[config.mk]
export PLATFORM = sky130hd
export DESIGN_NAME = fb_stream_unpacker
export DESIGN_NICKNAME = d
export VERILOG_FILES = /design/src/rtl/rix_fb_pkg.sv /design/src/rtl/fb_word_fifo.sv /design/src/rtl/fb_stream_unpacker.sv
export SDC_FILE = /design/constraint.sdc
export NUM_CORES = 1
export LEC_CHECK = 0
export CORE_MARGIN = 8
export CORE_UTILIZATION = 45
export DETAILED_ROUTE_END_ITERATION = 8
export SLEW_MARGIN = 15
export SYNTH_ARGS = -nofsm -noshare
export SYNTH_HDL_FRONTEND = slang
export SYNTH_SLANG_ARGS = --single-unit
[constraint.sdc]
create_clock -name aclk -period 5.5 [get_ports aclk]
set_input_delay 0.825 -clock aclk [delete_from_list [all_inputs] [get_ports aclk]]
set_output_delay 0.825 -clock aclk [all_outputs]
set_load 0.02 [all_outputs]
[src/rtl/rix_fb_pkg.sv]
// rix_fb_pkg: shared framebuffer stream types, widths and unpacker FSM states
package rix_fb_pkg;
  typedef struct packed {
    logic [4:0] r;
    logic [5:0] g;
    logic [4:0] b;
  } rgb565_t;
  localparam int FB_WORD_WIDTH = 32;
  localparam int PIXELS_PER_WORD = 2;
  typedef enum logic [1:0] {IDLE, LOW, HIGH} fb_unpack_state_t;
  function automatic logic [15:0] swap_rb(input rgb565_t p);
    return {p.b, p.g, p.r};
  endfunction
endpackage

[src/rtl/fb_word_fifo.sv]
// fb_word_fifo: first-word-fall-through synchronous FIFO with full/empty and registered occupancy
module fb_word_fifo #(
  parameter int DEPTH_LG = 4,
  parameter int WIDTH = 33
) (
  input  logic                clk,
  input  logic                rst,
  input  logic                push_i,
  input  logic [WIDTH-1:0]    din_i,
  input  logic                pop_i,
  output logic [WIDTH-1:0]    dout_o,
  output logic                full_o,
  output logic                empty_o,
  output logic [DEPTH_LG:0]   count_o
);
  logic [WIDTH-1:0] mem_q [2**DEPTH_LG];
  logic [DEPTH_LG-1:0] wr_q, rd_q;
  logic [DEPTH_LG:0] cnt_q;
  logic wr, rd;
  assign full_o = cnt_q == (DEPTH_LG+1)'(2**DEPTH_LG);
  assign empty_o = cnt_q == '0;
  assign count_o = cnt_q;
  assign wr = push_i && !full_o;
  assign rd = pop_i && !empty_o;
  assign dout_o = mem_q[rd_q];
  always_ff @(posedge clk or posedge rst)
    if (rst) begin
      wr_q <= '0;
      rd_q <= '0;
      cnt_q <= '0;
    end else begin
      wr_q <= wr_q + DEPTH_LG'(wr);
      rd_q <= rd_q + DEPTH_LG'(rd);
      cnt_q <= cnt_q + (DEPTH_LG+1)'(wr) - (DEPTH_LG+1)'(rd);
    end
  always_ff @(posedge clk)
    if (wr) mem_q[wr_q] <= din_i;
endmodule

[src/rtl/fb_stream_unpacker.sv]
// fb_stream_unpacker: splits 32-bit framebuffer words into framed RGB565 pixels; FB_STREAM_UNPACKER_SWAP_RB_EN outputs BGR565
module fb_stream_unpacker
  import rix_fb_pkg::*;
#(
  parameter int FIFO_DEPTH_LG = 4,
  parameter int FB_SIZE_IN_PIXEL_LG = 20,
  parameter int FRAME_CNT_WIDTH = 16
) (
  input  logic                           aclk,
  input  logic                           reset,
  input  logic                           s_fb_axis_tvalid,
  output logic                           s_fb_axis_tready,
  input  logic                           s_fb_axis_tlast,
  input  logic [FB_WORD_WIDTH-1:0]       s_fb_axis_tdata,
  input  logic [FB_SIZE_IN_PIXEL_LG-1:0] frame_pixels,
  output logic                           m_pix_axis_tvalid,
  input  logic                           m_pix_axis_tready,
  output logic [15:0]                    m_pix_axis_tdata,
  output logic                           m_pix_axis_tuser,
  output logic                           m_pix_axis_tlast,
  output logic                           frame_err,
  output logic [FRAME_CNT_WIDTH-1:0]     frames_done
);
  localparam int PW = FB_WORD_WIDTH / PIXELS_PER_WORD;
  localparam logic [FB_SIZE_IN_PIXEL_LG-1:0] ONE = 1;
  fb_unpack_state_t state_q, state_d;
  logic [FB_WORD_WIDTH:0] rd_word;
  logic [FIFO_DEPTH_LG:0] occ;
  logic empty, full, pop, load, fin, room, at_last, w_last, hs;
  logic [FB_SIZE_IN_PIXEL_LG-1:0] fp_q, fp_d, cnt_q, cnt_d;
  logic vld_q, user_q, last_q, err_q, done_q;
  logic [15:0] pix_q, pix_d;
  logic [FRAME_CNT_WIDTH-1:0] frames_q;
  rgb565_t half;
  fb_word_fifo #(.DEPTH_LG(FIFO_DEPTH_LG), .WIDTH(FB_WORD_WIDTH+1)) u_fifo (
    .clk(aclk), .rst(reset), .push_i(s_fb_axis_tvalid),
    .din_i({s_fb_axis_tlast, s_fb_axis_tdata}), .pop_i(pop),
    .dout_o(rd_word), .full_o(full), .empty_o(empty), .count_o(occ)
  );
  assign s_fb_axis_tready = !full;
  always_ff @(posedge aclk or posedge reset)
    if (reset) state_q <= IDLE;
    else state_q <= state_d;
  always_comb
    state_d = state_q == IDLE ? ((occ != '0 && frame_pixels != '0) ? LOW : IDLE)
            : fin ? IDLE
            : load ? (state_q == LOW ? HIGH : LOW)
            : state_q;
  // An early input tlast ends the frame on the high half; reaching the count ends it anywhere
  always_comb begin
    room = !vld_q || m_pix_axis_tready;
    hs = vld_q && m_pix_axis_tready;
    at_last = cnt_q == fp_q - ONE;
    w_last = rd_word[FB_WORD_WIDTH];
    half = state_q == HIGH ? rd_word[FB_WORD_WIDTH-1:PW] : rd_word[PW-1:0];
    load = state_q != IDLE && !empty && room;
    fin = load && (at_last || (state_q == HIGH && w_last));
    pop = load && (state_q == HIGH || at_last);
    cnt_d = fin ? '0 : load ? cnt_q + ONE : cnt_q;
    fp_d = state_q == IDLE ? frame_pixels : fp_q;
  end
`ifdef FB_STREAM_UNPACKER_SWAP_RB_EN
  assign pix_d = swap_rb(half);
`else
  assign pix_d = half;
`endif
  always_ff @(posedge aclk or posedge reset)
    if (reset) begin
      fp_q <= '0;
      cnt_q <= '0;
      vld_q <= 1'b0;
      pix_q <= '0;
      user_q <= 1'b0;
      last_q <= 1'b0;
      err_q <= 1'b0;
      done_q <= 1'b0;
      frames_q <= '0;
    end else begin
      fp_q <= fp_d;
      cnt_q <= cnt_d;
      if (load) begin
        vld_q <= 1'b1;
        pix_q <= pix_d;
        user_q <= cnt_q == '0;
        last_q <= fin;
        err_q <= fin && !(at_last && w_last);
        done_q <= at_last;
      end else if (m_pix_axis_tready) vld_q <= 1'b0;
      if (hs && last_q && done_q) frames_q <= frames_q + FRAME_CNT_WIDTH'(1);
    end
  assign m_pix_axis_tvalid = vld_q;
  assign m_pix_axis_tdata = pix_q;
  assign m_pix_axis_tuser = user_q;
  assign m_pix_axis_tlast = last_q;
  assign frame_err = hs && err_q;
  assign frames_done = frames_q;
endmodule
==> flow_summary.json <==
{
  "status": "finished, final reports clean",
  "synth_nets": 1339,
  "nFillCells": 4311,
  "htreeDepth": 3,
  "portBuffers": 93,
  "rsz0062_at_grt": "no",
  "post-route-period-util_pct": 73.0,
  "hold_class": "reg2reg",
  "io-pin-count": 94,
  "vias": 12200,
  "gp_congestion": 0.804,
  "crit_type": "reg2reg",
  "remaining_drc_errors": 0,
  "yosys_register_bits": 620,
  "cts_buffers": 67,
  "crit_path_end_kind": "flop",
  "wl_per_cell_um": 24.8,
  "startpoint_type": "flop",
  "avgSynthCellArea_um2": 19.7,
  "grt_pass1_vias": 12900,
  "avgViaCountPerCell": 5.67,
  "worst_pin_slew_ns": 1.13,
  "tritoncts": "yes",
  "muxShareOfSynthArea_pct": 16.9,
  "drive_above_1_share_pct": 23.8,
  "finalSetupViolCount": 0,
  "final_common_cell": "edfxtp_1",
  "power_density_nw_per_um2": 500,
  "synth_compound_area_share_pct": 1.42,
  "max_stage_delay_ns": 0.52,
  "rows": 86,
  "layout_common_cells": "528 x edfxtp_1, 150 x mux4_2, 93 x clkdlybuf4s50_1",
  "r2r_slack_ns": 1.49,
  "crit_fanout": 8,
  "async_flop_share_pct": 14.8,
  "syn_to_final_growth_pct": 16.2,
  "synthCells": 1267,
  "cap_violations": 0,
  "yosys_warnings": 0,
  "syn_area_um2": 24900,
  "synth-simple-area-share_pct": 4.44,
  "gr-total-overflow": 0,
  "drtAntennaViolNets": 0,
  "crit_buf_inv": 2,
  "slew_viol_final": 0,
  "cts_root_buf": "clkbuf_16",
  "synth-main-ff-cell": "edfxtp_1",
  "synth_top_family_by_area": "multiplexers",
  "cts_setup_buffers": 0,
  "cpMostUsedCell": "ha_1",
  "die-area_um2": 63200,
  "ctsResizeCount": 0,
  "crit_arrival_ns": 4.54,
  "placed_area_um2": 26900,
  "tns_ns": 0,
  "min_period_ns": 4.01,
  "grt_pass1_wl_um": 81100,
  "cts.reportedPaths.clkPinSlew_ns": 0.06,
  "synth-xor-area-share_pct": 2.21,
  "critPathSlowestCell": "or3b_2",
  "dp_hpwl_um": 30200,
  "clock_sinks": 620,
  "track_usage_pct": 17.1,
  "antenna_found_initial": 4,
  "synth_seq_area_share_pct": 72.9,
  "die_x_um": 251,
  "clock_skew_ns": 0.0239,
  "core_area_um2": 54900,
  "max_slew_margin_pct": 24.5,
  "final_util_pct": 52.8,
  "holdWs_ns": 0.468,
  "crit_chain": "inv_1 -> ha_1 -> or3b_2 -> nor3_1 -> xnor2_1 -> o2111ai_1 -> nor4_4 -> o2111ai_4 -> a21oi_1 -> ha_1 -> inv_1 -> ha_1 -> fa_1 -> a21oi_1 -> nor2_1 -> nor2_1 -> xnor2_1",
  "hold_viol": 0,
  "die_y_um": 251,
  "path_delay_family": "simple AND/OR/NAND/NOR gates",
  "p_total_uw": 14500,
  "wl_um": 53600,
  "fin_nets": 1472,
  "clockBufferDepth": 3,
  "fmaxAchievable_ghz": 0.249,
  "synth-edff-count": 528,
  "design_area_um2": 29000,
  "grt_max_degree": 69,
  "synthDistinctLibCells": 57,
  "synth_adder_area_share_pct": 0.783,
  "required_ns": 6.02,
  "leakage_uw": 0.00962,
  "peakVddDrop_v": 0.000305,
  "drt-pass1-iter-count": 5,
  "drtIter0Drc": 888,
  "worstSkewPairLatency_ns": 0.60,
  "cts_hold_buf": 0,
  "start_util_pct": 45.4
}
[Yosys cell counts (all sizes together), types with 3 or more instances]
library cell	instances	area, um2
a21oi	24	131
and2	3	21.3
and3	5	31.3
buf	27	141
clkbuf	34	128
dfrtp	92	2300
edfxtp	528	15900
ha	14	175
inv	17	63.8
mux2	20	225
mux2i	62	621
mux4	150	3380
nand2	35	131
nand2b	6	37.5
nand3	15	75.1
nand4	19	125
nor2	75	309
nor2b	3	18.8
nor3	11	71.3
nor4	13	126
nor4b	4	35.0
o21ai	17	85.1
or3	4	30.0
xnor2	31	272
xor2	32	280
[through the flow]
step           setup WS (ns)  cells
5_1_grt                 1.25   2155
3_5_place_dp            1.46   2035
4_1_cts                 1.46   2155
6_report                1.49   2158
3_3_place_gp            1.57   2035
2_1_floorplan           1.13   1267
[path summary, 6_finish.rpt]
check,start,end,depth (start not counted)
setup / recovery,fp_q[0],u_fifo.count_o[4],17
hold / removal,frames_done[15],frames_done[15],1
setup reg to reg,fp_q[0],u_fifo.count_o[4],17
hold reg to reg,frames_done[15],frames_done[15],1
max in group asynchronous,reset,cnt_q[5],3
min in group asynchronous,reset,m_pix_axis_tdata[4],2
[metal layers]
layer,GRT usage [%],vias up,wire (um)
li1,-,5369,-
met1,23.7,6508,24100
met4,4.97,2,914
met5,0,-,13
met2,27.4,289,25700
met3,3.44,62,2850
[cell families after synthesis]
family / Yosys count
buffers and inverters: 78
adder cells (fa/ha/maj): 15
AO/OA/AOI/OAI: 55
XOR/XNOR: 63
flip-flops: 620
multiplexers: 232
AND/OR/NAND/NOR: 204
[registers in the layout, summed over array words and instances (netlist names), 2 cells and up]
name	flops
u_fifo.mem_q	528
cnt_q	20
fp_q	20
frames_done	16
m_pix_axis_tdata	16
u_fifo.count_o	5
u_fifo.rd_q	4
u_fifo.wr_q	4
state_q	2
[cell type report]
class / instances / area, um2 / share of cell area (%)
timing repair buffer: 125 / 1180 / 4.09
multi-input combinational: 569 / 6550 / 22.6
sequential: 620 / 18200 / 62.8
clock buffer: 91 / 1870 / 6.46
inverter: 17 / 66.3 / 0.229
tap: 704 / 881 / 3.04
antenna: 3 / 7.51 / 0.0259
clock inverter: 29 / 224 / 0.774
[power breakdown]
group	leakage [uW]	switching, uW	total, uW	internal (uW)
sequential	0.00591	618	6360	5750
clock	0.00103	1780	4270	2490
combinational	0.00268	1910	3830	1920
Note: power is estimated with default switching activity, not from simulation.
